`src/rtl/cpu_defs.sv`:
```
// Shared definitions for the hardwired control unit: opcodes, ALU selects,
// sequencer states and instruction-register field positions.
package cpu_defs;

  localparam int OPC_MSB = 31;
  localparam int OPC_LSB = 27;
  localparam int RA_MSB  = 26;
  localparam int RA_LSB  = 23;
  localparam int RB_MSB  = 22;
  localparam int RB_LSB  = 19;
  localparam int RC_MSB  = 18;
  localparam int RC_LSB  = 15;

  localparam logic [4:0] OP_ADD  = 5'b00000;
  localparam logic [4:0] OP_SUB  = 5'b00001;
  localparam logic [4:0] OP_AND  = 5'b00010;
  localparam logic [4:0] OP_OR   = 5'b00011;
  localparam logic [4:0] OP_SHR  = 5'b00100;
  localparam logic [4:0] OP_SHRA = 5'b00101;
  localparam logic [4:0] OP_SHL  = 5'b00110;
  localparam logic [4:0] OP_ROR  = 5'b00111;
  localparam logic [4:0] OP_ROL  = 5'b01000;
  localparam logic [4:0] OP_MUL  = 5'b01111;
  localparam logic [4:0] OP_DIV  = 5'b10000;
  localparam logic [4:0] OP_NEG  = 5'b10001;
  localparam logic [4:0] OP_NOT  = 5'b10010;

  typedef enum logic [3:0] {
    ALU_ADD   = 4'd0,
    ALU_SUB   = 4'd1,
    ALU_AND   = 4'd2,
    ALU_OR    = 4'd3,
    ALU_NEG   = 4'd4,
    ALU_NOT   = 4'd5,
    ALU_SHR   = 4'd6,
    ALU_SHRA  = 4'd7,
    ALU_SHL   = 4'd8,
    ALU_ROR   = 4'd9,
    ALU_ROL   = 4'd10,
    ALU_MUL   = 4'd11,
    ALU_DIV   = 4'd12,
    ALU_INCPC = 4'd13,
    ALU_NONE  = 4'd14
  } alu_op_t;

  typedef enum logic [3:0] {
    S_IDLE, S_T0, S_T1, S_T2, S_T3, S_T4, S_T5, S_T6, S_HALT
  } state_t;

  typedef enum logic [1:0] {
    CLS_THREE, CLS_UNARY, CLS_MULDIV, CLS_ILLEGAL
  } instr_class_t;

endpackage

```
`src/rtl/control_decode.sv`:
```
// Opcode decoder: classifies an instruction and picks its ALU operation.
module control_decode
  import cpu_defs::*;
(
  input  logic [4:0]   opcode,
  output instr_class_t instr_class,
  output alu_op_t      alu_op
);

  always_comb begin
    instr_class = CLS_ILLEGAL;
    alu_op      = ALU_NONE;
    case (opcode)
      OP_ADD:  begin instr_class = CLS_THREE;  alu_op = ALU_ADD;  end
      OP_SUB:  begin instr_class = CLS_THREE;  alu_op = ALU_SUB;  end
      OP_AND:  begin instr_class = CLS_THREE;  alu_op = ALU_AND;  end
      OP_OR:   begin instr_class = CLS_THREE;  alu_op = ALU_OR;   end
      OP_SHR:  begin instr_class = CLS_THREE;  alu_op = ALU_SHR;  end
      OP_SHRA: begin instr_class = CLS_THREE;  alu_op = ALU_SHRA; end
      OP_SHL:  begin instr_class = CLS_THREE;  alu_op = ALU_SHL;  end
      OP_ROR:  begin instr_class = CLS_THREE;  alu_op = ALU_ROR;  end
      OP_ROL:  begin instr_class = CLS_THREE;  alu_op = ALU_ROL;  end
      OP_MUL:  begin instr_class = CLS_MULDIV; alu_op = ALU_MUL;  end
      OP_DIV:  begin instr_class = CLS_MULDIV; alu_op = ALU_DIV;  end
      OP_NEG:  begin instr_class = CLS_UNARY;  alu_op = ALU_NEG;  end
      OP_NOT:  begin instr_class = CLS_UNARY;  alu_op = ALU_NOT;  end
      default: begin instr_class = CLS_ILLEGAL; alu_op = ALU_NONE; end
    endcase
  end

endmodule

```
`src/rtl/hardwired_control_unit.sv`:
```
// Fetch/execute T-state sequencer driving the datapath strobes for
// register-format ALU instructions, with fetch stall and illegal-opcode halt.
module hardwired_control_unit
  import cpu_defs::*;
#(
  parameter int RETIRE_W = 16
) (
  input  logic                clock,
  input  logic                clear,
  input  logic                run,
  input  logic                mem_ready,
  input  logic [31:0]         ir,
  output logic                PCout,
  output logic                ZLowout,
  output logic                ZHighout,
  output logic                MDRout,
  output logic                Rout,
  output logic                PCin,
  output logic                MARin,
  output logic                MDRin,
  output logic                IRin,
  output logic                Yin,
  output logic                Zin,
  output logic                Rin,
  output logic                HIin,
  output logic                LOin,
  output logic                read,
  output logic [3:0]          ALU_operation,
  output logic [3:0]          reg_select,
  output logic                busy,
  output logic                fault,
  output logic [RETIRE_W-1:0] retired
);

  state_t       state;
  instr_class_t instr_class;
  alu_op_t      dec_alu;
  alu_op_t      alu_sel;
  logic [3:0]   ra, rb, rc;
  logic         last_state;
  logic         unused_ir_bits;

  assign ra = ir[RA_MSB:RA_LSB];
  assign rb = ir[RB_MSB:RB_LSB];
  assign rc = ir[RC_MSB:RC_LSB];
  assign unused_ir_bits = ^ir[RC_LSB-1:0];

  control_decode u_decode (
    .opcode      (ir[OPC_MSB:OPC_LSB]),
    .instr_class (instr_class),
    .alu_op      (dec_alu)
  );

  // The final T-state depends on class: unary ends at T4, three-operand at T5, mul/div at T6.
  assign last_state = (state == S_T4 && instr_class == CLS_UNARY) ||
                      (state == S_T5 && instr_class == CLS_THREE) ||
                      (state == S_T6);

  always_ff @(posedge clock or negedge clear) begin
    if (!clear) begin
      state   <= S_IDLE;
      retired <= '0;
    end else if (last_state) begin
      retired <= retired + RETIRE_W'(1);
      state   <= run ? S_T0 : S_IDLE;
    end else begin
      case (state)
        S_IDLE:  if (run) state <= S_T0;
        S_T0:    state <= S_T1;
        S_T1:    if (mem_ready) state <= S_T2;
        S_T2:    state <= S_T3;
        S_T3:    state <= (instr_class == CLS_ILLEGAL) ? S_HALT : S_T4;
        S_T4:    state <= S_T5;
        S_T5:    state <= S_T6;
        S_HALT:  state <= S_HALT;
        default: state <= S_IDLE;
      endcase
    end
  end

  assign busy          = (state != S_IDLE) && (state != S_HALT);
  assign fault         = (state == S_HALT);
  assign ALU_operation = alu_sel;

  // Strobes decode straight from state so an asynchronous clear drops them at once.
  always_comb begin
    PCout = 1'b0; ZLowout = 1'b0; ZHighout = 1'b0; MDRout = 1'b0; Rout = 1'b0;
    PCin = 1'b0; MARin = 1'b0; MDRin = 1'b0; IRin = 1'b0; Yin = 1'b0;
    Zin = 1'b0; Rin = 1'b0; HIin = 1'b0; LOin = 1'b0; read = 1'b0;
    alu_sel    = ALU_NONE;
    reg_select = 4'd0;
    case (state)
      S_T0: begin PCout = 1'b1; MARin = 1'b1; Zin = 1'b1; alu_sel = ALU_INCPC; end
      S_T1: begin ZLowout = 1'b1; PCin = 1'b1; read = 1'b1; MDRin = 1'b1; end
      S_T2: begin MDRout = 1'b1; IRin = 1'b1; end
      S_T3: begin
        case (instr_class)
          CLS_THREE:  begin Rout = 1'b1; reg_select = rb; Yin = 1'b1; end
          CLS_UNARY:  begin Rout = 1'b1; reg_select = rb; alu_sel = dec_alu; Zin = 1'b1; end
          CLS_MULDIV: begin Rout = 1'b1; reg_select = ra; Yin = 1'b1; end
          default: ;
        endcase
      end
      S_T4: begin
        case (instr_class)
          CLS_THREE:  begin Rout = 1'b1; reg_select = rc; alu_sel = dec_alu; Zin = 1'b1; end
          CLS_UNARY:  begin ZLowout = 1'b1; Rin = 1'b1; reg_select = ra; end
          CLS_MULDIV: begin Rout = 1'b1; reg_select = rb; alu_sel = dec_alu; Zin = 1'b1; end
          default: ;
        endcase
      end
      S_T5: begin
        if (instr_class == CLS_THREE) begin
          ZLowout = 1'b1; Rin = 1'b1; reg_select = ra;
        end else if (instr_class == CLS_MULDIV) begin
          ZLowout = 1'b1; LOin = 1'b1;
        end
      end
      S_T6: begin ZHighout = 1'b1; HIin = 1'b1; end
      default: ;
    endcase
  end

endmodule

```
`config.mk`:
```
export PLATFORM = sky130hd
export DESIGN_NAME = hardwired_control_unit
export DESIGN_NICKNAME = d
export VERILOG_FILES = /design/src/rtl/cpu_defs.sv /design/src/rtl/control_decode.sv /design/src/rtl/hardwired_control_unit.sv
export SDC_FILE = /design/constraint.sdc
export NUM_CORES = 1
export LEC_CHECK = 0
export ABC_AREA = 1
export BUFFER_PORTS_ARGS = -buffer_cell sky130_fd_sc_hd__buf_4
export CAP_MARGIN = 20
export CORE_ASPECT_RATIO = 0.6
export CORE_UTILIZATION = 45
export CTS_CLUSTER_DIAMETER = 30
export DETAILED_ROUTE_END_ITERATION = 8
export GPL_TIMING_DRIVEN = 1
export PLACE_DENSITY = 0.86
export SETUP_SLACK_MARGIN = 0.15
export SLEW_MARGIN = 20
export SYNTH_ARGS = -nofsm -noshare
export SYNTH_HDL_FRONTEND = slang
export SYNTH_SLANG_ARGS = --single-unit
```
`constraint.sdc`:
```
create_clock -name clock -period 2.3 [get_ports clock]
set_input_delay 0.345 -clock clock [delete_from_list [all_inputs] [get_ports clock]]
set_output_delay 0.345 -clock clock [all_outputs]
set_load 0.02 [all_outputs]
```
### After elaboration in Yosys (flattened, before gate mapping)

Memories as Yosys holds them, arrays and structs flattened.
Cells that the tools add are included.

* add/subtract/negate cells: 1
* eq/ne operators: 14
* mux-type cells: 30
* reduce and logical (&&, ||, !) cells: 12

Operators with widths (count)
* one-hot mux 4 bit (3 select lines): 3
* one-hot mux 4 bit (8 select lines): 1
* two-way mux 4 bit: 7
* adder 16 x 1 -> 16 bit, second input constant: 1
* equality test 4 x 3 -> 1 bit, second input constant: 4
* two-way mux 1 bit: 14
* equality test 4 x 2 -> 1 bit, second input constant: 2
* one-hot mux 4 bit (2 select lines): 1
* != test 3 bit, second input constant: 2
* one-hot mux 1 bit (3 select lines): 2
* equality test 2 bit, second input constant: 2
* equality test 4 x 1 -> 1 bit, second input constant: 1
* equality test 4 bit, second input constant: 1
* zero test 4 bit: 1
* != test 4 bit, second input constant: 1
* one-hot mux 1 bit (2 select lines): 2
* nonzero test 4 bit: 1
* OR reduction 2 bit: 2
* logical AND 1 bit: 3
* OR reduction 3 bit: 1
* equality test 2 x 1 -> 1 bit, second input constant: 1
* zero test 2 bit: 1
* logical OR 1 bit: 2
* AND reduction 2 bit: 1

* bits in registers: 20
* bits in read-only memories: 192
* input bits: 36
* output and inout port bits: 41
* memories kept: 1

Memory list
* (name not given): words 32, width 6, read ports 1, clocked after Yosys merged registers in 0, wr ports 0, line control_decode.sv:13 `case (opcode)`

### Longest topological paths before layout

Gate-level depths: netlist of the first run.
An unclocked memory read counts as a cell.

* depth after elaboration: 7
* depth in mapped cells: 13
* depth with buffers taken out: 10

### Modules after synthesis

Synthesis of the first run repeated with hierarchy kept, for this count alone.

* cell total of the unflattened synthesis: 300
* area total of the unflattened synthesis: 1815.5 um2

By module, submodules not included
* hardwired_control_unit: times used 1, cells each 263, area each 1622.8 um2, seq. area each 500.5 um2
* control_decode: times used 1, cells each 37, area each 192.7 um2, seq. area each 0.0 um2

### Worst setup path before layout of the first run

No wires, ideal clock.

* path type: input-to-output
* from: input ir[27]
* to: output ALU_operation[0]
* arrival time: 1.595 ns
* required time: 1.955 ns
* setup slack: 0.360 ns
* cell stages on the path: 8
* buffers on the path: 1
* cells stage by stage: inv_1 ha_1 nand2_2 nand3_2 nand2_4 buf_2 nand3_1 a31oi_1

* cells in the longest elaborated chain, start to end: 5
* elaborated cells between the ends (all ways): 8

Ends and longest elaborated chain
* from (decl): line hardwired_control_unit.sv:12 `input logic [31:0] ir,`
* memory read (32 x 6 bit) (*)
* equality test 2 bit or zero test 2 bit (tied branches): line hardwired_control_unit.sv:105 `case (instr_class)`
* OR reduction 2 bit (no source line)
* two-way mux 4 bit: line hardwired_control_unit.sv:105
* one-hot mux 4 bit (3 select lines) (*): line hardwired_control_unit.sv:92 `case (state)`
* to (decl): line hardwired_control_unit.sv:28 `output logic [3:0] ALU_operation,`

Mark *: on every way between the ends. The rest lies on a longest branch, timed or not.

### Worst setup path after layout of the first run

* from: register state[0]
* to: output reg_select[2]

* cells in the longest elaborated chain, start to end: 2
* elaborated cells between the ends (all ways): 4

Ends and longest elaborated chain
* from (decl): line hardwired_control_unit.sv:35 `state_t state;`
* from (signal assigned): line hardwired_control_unit.sv:65 `state <= run ? S_T0 : S_IDLE;`
* from (signal assigned): line hardwired_control_unit.sv:72 `S_T3: state <= (instr_class == CLS_ILLEGAL) ? S_HALT : S_T4;`
* equality test 4 x 3 -> 1 bit: line hardwired_control_unit.sv:92
* one-hot mux 4 bit (3 select lines) (*): line hardwired_control_unit.sv:92
* to (decl): line hardwired_control_unit.sv:29 `output logic [3:0] reg_select,`

Marks and branches as above.

==> results of run 1 <==
repair_timing:
item                                   4_1_cts  5_1_grt
setup buffers                                0        5
setup endpoints to repair                    5       12
hold buffers                                 1        0
gates resized for setup                      8       24
pin swaps                                    0        9
endpoints found under the hold margin       20        0
worst min-delay path: stages:
cell and delay, ns:
buf_4 0.09, nand2_1 0.06, o21ai_2 0.05
layer usage:
layer  GRT usage  up-vias
met5           0        -
met4     0.05172        0
met3     0.05816        8
met2      0.4003      117
met1      0.3286      968
li1            -      987
flip-flops by register name, indices dropped and copies added, names as in the netlist:
register	flops
retired	16
state	4
cell families (layout without fill, tap and decap cells):
logic type,Yosys count,in the layout,share of synthesized area
compound gates,30,30,0.09557
fa+ha+maj,6,6,0.04155
flops,20,20,0.2770
simple gates,156,156,0.4141
buf+inv,45,108,0.1184
xor+xnor,11,11,0.05333
where the power goes:
group	total, uW	switching, uW	internal (uW)
clock network	285	132	153
logic	1190	731	458
registers	501	89.4	411
total	1970	952	1020
how the worst min path moves through the flow:
stage	start	end	slack [ns]	cells past startpoint
finish	run	state[0]	0.31	3
global route	run	state[0]	0.31	3
CTS	run	state[0]	0.29	3
global placement	clear	retired[12]	0.24	1
detailed placement	clear	retired[10]	0.24	1
floorplan	clear	retired[0]	0.05	0
stage by stage:
step / total power (uW) / setup WS [ns] / std cells / utilization / hold WS (ns)
2_1_floorplan: 1208 / 0.3598 / 268 / - / 0.04941
3_3_place_gp: 1509 / 0.1090 / 368 / 0.6002 / 0.2358
3_5_place_dp: 1542 / 0.06953 / 368 / 0.6002 / 0.2410
4_1_cts: 1848 / 0.1474 / 373 / 0.6255 / 0.2939
5_1_grt: 2074 / 0.1185 / 378 / 0.6670 / 0.3074
6_report: 1974 / 0.2049 / 378 / 0.6670 / 0.3113
placed cells by master, fill, tap and decap left out, drive strengths merged, types with 2 or more instances in the layout:
cell type	netlist	final
buf	10	69
a21oi	3	3
nand4	9	9
xnor2	2	2
ha	6	6
nand2	84	84
inv	34	34
nor2	26	26
dfrtp	20	20
nor3	4	4
o21ai	23	23
xor2	9	9
nand3	32	32
clkbuf	1	4
layout make-up:
type                       count  area, sq um  share of cell area
tap                           47        58.81             0.02342
multi-input combinational    203         1231              0.4903
inverter                      34        127.6             0.05082
timing repair buffer          70        535.5              0.2133
clock buffer                   4        55.05             0.02192
sequential                    20        503.0              0.2003
==> metrics.md, run 1 <==
| Metric | Value |
|---|---|
| Outcome | finished with violations |
| Failing checks | design-rule violations |
| Critical path type | reg -> out |
| Drt wl/cell | around 15 microns |
| Yosys reg bits | 20 |
| Top post-synthesis cells by area | dfrtp_1, nand2_1, nand3_1 |
| CP max-delay cell | dfrtp_2 |
| Fmax | 477.3 MHz |
| Synthesis Warnings | 0 |
| Max Cap Violations | 0 |
| # IOs | 77 |
| Type of the most critical hold path | in -> reg |
| Total stage count of the critical path | 8 |
| Full die area | 0.004281 sq mm |
| # DRC | 6 |
| Initial core utilization | 0.4799 |
| Final hold vios | 0 |
| CP cell instances | nor2_4, inv_1, nor2_4, nand3_2, o21ai_4, nand2_1, nand3_2, buf_6 |
| Nets | 374 |
| Top-count cell post-synth | nand2_1 |
| CTS max path bufs | 2 |
| Initial antenna violation count | 0 |
| WL met2 | 2566 microns |
| CP top delay family | simple AND/OR/NAND/NOR gates |
| Area Overhead vs Synth | 38.99% |
| Vias in the first global route | 1815 |
| Final period util | 0.9109 |
| Buf+Inv Stages, Crit Path | 2 |
| Htree depth | 1 |
| Layout cells sized above 1 | 0.3414 |
| Worst R2R End | retired[13] |
| Max stage delay on crit path | 0.47 ns |
| Number of flops mapped to enable cells by yosys | 0 |
| Finished layout cell area | 0.002511 sq mm |
| Met3 WL | 504 microns |
| Metal1 wirelength | roughly 2400 microns |
| Syn Inst Count | ~270 |
| Maximum net fanout on the critical path | 6 |
| Via Count | approximately 2.1k |
| Worst slew pin tran | 0.4676 ns |
| Post-Syn Area | 0.001807 sq mm |
| DP HPWL | 3836 microns |
| Ant. Diodes | 0 |
| Reg2Reg Setup Slack | around 0.51 ns |
| Post-detailed-routing wire length | around 5500 microns |
| Drt first-iter violations | 246 |
| Number of vias per cell | ~5.5 |
| Critical Path End | reg_select[2] |
| Fin Setup TNS | 0 ns |
| CTS clock-pin slew for the worst setup and hold paths | 0.08 ns |
| Root buffer cell | clkbuf_8 |
| Uppermost layer routed | met4 |
| Peak VDD IR | ~0.00028 V |
| Critical Path Start | state[0] |
| Max-slew headroom | 0.6858 |
| Post-synthesis sequential area ratio | 0.2770 |
| Core Rows | 17 |
| CTS buffer count | 3 |
| GP Congestion | between 0.9 and 1 |
| Global-route wire length before repair | 8245 microns |
| Asr flop ratio synth | 1.000 |
| Clk_skew | between 0.002 and 0.003 ns |
| # setup viols final | 0 |
| Routed Antenna Nets | 0 |
| Core footprint | 0.003765 sq mm |
| Largest net degree at the start of global routing | 30 |
| Ys flop type | dfrtp_1 |
| First-pass DRT Iterations | 7 |
| Top cell type's share of synthesized area | 0.2770 |
| Synthesized Nets | 310 |
| R2r worst-path depth | 7 |
| Post-synth top area cell | dfrtp_1 |
| Leakage power | roughly 0.0013 uW |
| Mean area per synthesized cell | 6.742 sq um |
| Skew-Pair Late Insertion Delay | 0.27 ns |
| Final min period | approximately 2.1 ns |
| Crit end category | primary output |
| RSZ-0062 raised after global routing | true |
| CP Data Arrival Time | 1.75 ns |
| Required time worst endpoint | around 2 ns |
| Critical Path Source Type | register |
| Max Slew Vio Count | 0 |
| Total GRT Usage | 0.2432 |
| Die Span Y | 51.08 microns |
| RR Startpoint | state[0] |
| CTS Sinks | 20 |
| Synth unique cells | 31 |
| # port buffers | 61 |
| Fill cells | 306 |
| Die width | approximately 84 microns |
| Commonest cells post-synth | nand2_1, inv_1, nand3_1 |
| GRT overflow | 0 |
| CTS tree | done |
| Post-DP Area | between 0.002 and 0.0025 sq mm |
| PD cells | 786.2 mW/mm^2 |
Power figures use the tool's default switching activity.
==> inputs of run 2 (changes only) <==
Settings changed: BUFFER_PORTS_ARGS -buffer_cell sky130_fd_sc_hd__buf_4 to not set, DONT_BUFFER_PORTS set to 1, PLACE_DENSITY 0.86 to 0.7.
==> metrics.md, run 2 (synthesized netlist as in run 1, its figures left out) <==
| Metric | Value |
|---|---|
| Core Rows | 17 (unchanged) |
| Worst slew pin tran | 0.9212 ns (+0.4535 ns) |
| Htree depth | 1 (unchanged) |
| Fmax | 479.2 MHz (+0.39%) |
| PD cells | 859.0 mW/mm^2 (+9.3%) |
| Final hold vios | 0 (unchanged) |
| Leakage power | 0.001022 uW (-22%) |
| Die width | 83.80 microns (unchanged) |
| Max-slew headroom | 0.3839 (-0.3020) |
| Clk_skew | 0.008016 ns (+0.005267 ns) |
| First-pass DRT Iterations | 8 (+1) |
| Max Slew Vio Count | 0 (unchanged) |
| Peak VDD IR | 0.0002586 V (-8.2%) |
| Required time worst endpoint | 1.96 ns (about the same) |
| Power Internal | 879.0 uW (-14%) |
| CTS max path bufs | 2 (unchanged) |
| Full die area | 0.004281 sq mm (unchanged) |
| DP HPWL | 3513 microns (-8.4%) |
| # IOs | 77 (unchanged) |
| Reg2Reg Setup Slack | 0.55 ns (+0.04 ns) |
| Worst R2R End | retired[9] |
| CTS buffer count | 3 (unchanged) |
| Root buffer cell | clkbuf_8 |
| Total GRT Usage | 0.2183 (-0.02490) |
| # placed instances | 310 (-16%) |
| Number of vias per cell | 5.563 (+1.1%) |
| RR Startpoint | state[0] |
| Largest net degree at the start of global routing | 30 (unchanged) |
| GP Congestion | 0.8889 (-4.0%) |
| CTS tree | done |
| Nets | 314 (-16%) |
| Area Overhead vs Synth | 11.43% |
| R2r worst-path depth | 7 (unchanged) |
| Fin Setup TNS | 0 ns (unchanged) |
| # port buffers | 0 (-100%) |
| Drt wl/cell | 14.49 microns (-0.44%) |
| Final min period | 2.087 ns (-0.008142 ns) |
| Via Count | 1769 (-15%) |
| Max FFs per register | 16 (unchanged) |
| Vias in the first global route | 1576 (-13%) |
| Power share of the combinational group | 0.488 (-0.114) |
| Fill cells | 363 (+19%) |
| Final Non-Filler Cells | 318 (-16%) |
| Critical Path Source Type | register |
| Type of the most critical hold path | in -> reg |
| Max Cap Violations | 0 (unchanged) |
| Drt first-iter violations | 184 (-25%) |
| Crit end category | primary output |
| Initial antenna violation count | 0 (unchanged) |
| Hold Path End | state[0] |
| # setup viols final | 0 (unchanged) |
| Switching Share | 0.4917 (+0.009405) |
| Top Registers | retired: 16 flops, state: 4 flops |
| Share of power burned in registers | 0.308 (+0.054) |
| Final period util | 0.9074 (-0.003540) |
| Post-detailed-routing wire length | 4609 microns (-16%) |
| Maximum net fanout on the critical path | 6 (unchanged) |
| GRT overflow | 0 (unchanged) |
| CP Data Arrival Time | 1.74 ns (about the same) |
| FF/Latch Area | 503.0 sq um (unchanged) |
| Initial core utilization | 0.4799 (unchanged) |
| Commonest non-fill, non-tap cells in the layout | nand2_1, inv_1, nand3_1, dfrtp_1, o21ai_0 |
| Failing checks | design-rule violations |
| Reg with most FFs | retired |
| WHS Path Cells | 2 (-1) |
| RSZ-0062 raised after global routing | true |
| Clock power share | 0.205 (+0.061) |
| Worst hold start | run |
| Skew-Pair Late Insertion Delay | 0.27 ns (about the same) |
| Core footprint | 0.003765 sq mm (unchanged) |
| Global-route wire length before repair | 7300 microns (-11%) |
| Multi-input gate area | 0.001175 sq mm (-4.6%) |
| # DRC | 8 (+2) |
| Layout cells sized above 1 | 0.1919 (-0.1495) |
| Ant. Diodes | 0 (unchanged) |
| Sw power | 850.4 uW (-11%) |
| Routed Antenna Nets | 0 (unchanged) |
| Outcome | finished with violations |
| Most common cell after layout, fill and taps aside | nand2_1 |
| Die Span Y | 51.08 microns (unchanged) |
| CTS clock-pin slew for the worst setup and hold paths | 0.08 ns (about the same) |
| CTS Sinks | 20 (unchanged) |
| Critical path type | reg -> out |
[run 2: worst max-delay path by stage]
stage	from	to	slack, ns	depth (start not counted)
after detailed placement	state[0]	reg_select[3]	0.15	7
after CTS	state[0]	reg_select[3]	0.16	7
final	state[3]	ALU_operation[0]	0.21	7
after global placement	state[0]	reg_select[2]	0.23	7
after global routing	state[0]	reg_select[1]	0.13	7
after floorplan	ir[27]	ALU_operation[0]	0.36	8
[run 2: critical path, stage by stage, from the launching register on]
cell,delay (ns)
dfrtp_1,0.40
inv_2,0.12
nand2_2,0.12
nor2_4,0.19
nand3_1,0.13
buf_4,0.18
a31oi_1,0.18
buf_4,0.17
[run 2: power by group through the flow]
stage	clock (uW)	combinational [uW]	sequential, uW
global route	373	920	546
global placement	0	745	522
finish	354	843	532
detailed placement	0	759	524
CTS	359	800	522
floorplan	0	706	502
[run 2: through the flow]
| stage | worst slack [ns] | utilization | cell area [sq um] | hold slack [ns] | power [uW] |
|---|---|---|---|---|---|
| detailed placement | 0.1478 | 0.4845 | 1824 | 0.04975 | 1283 |
| floorplan | 0.3598 | - | 1807 | 0.04941 | 1208 |
| finish | 0.2130 | 0.5347 | 2013 | 0.1977 | 1729 |
| global route | 0.1339 | 0.5347 | 2013 | 0.2023 | 1838 |
| CTS | 0.1600 | 0.5214 | 1963 | 0.1954 | 1681 |
| global placement | 0.2285 | 0.4845 | 1824 | 0.04978 | 1267 |
[run 2: layer usage]
| layer | vias up | wire length, microns | global-route usage |
|---|---|---|---|
| met2 | 90 | 1837 | 0.3197 |
| met5 | - | 0 | 0 |
| met4 | 0 | 29 | 0.04598 |
| li1 | 866 | - | - |
| met1 | 809 | 2271 | 0.3095 |
| met3 | 4 | 471 | 0.07593 |
[run 2: final cells by class]
class | instances | share of cell area
multi-input cells | 203 | 0.5836
flip-flops and latches | 20 | 0.2498
inverters | 34 | 0.06339
repair buffers | 10 | 0.03853
well taps | 47 | 0.02921
clock buffers | 3 | 0.02051
clock inverters | 1 | 0.01492
[run 2: repair_timing]
| item | 4_1_cts | 5_1_grt |
|---|---|---|
| endpoints found under the hold margin | 20 | 0 |
| setup endpoints to repair | 5 | 6 |
| hold buffers | 1 | 0 |
| pin swaps | 1 | 3 |
| buffers inserted | 0 | 3 |
| resized for setup | 13 | 8 |
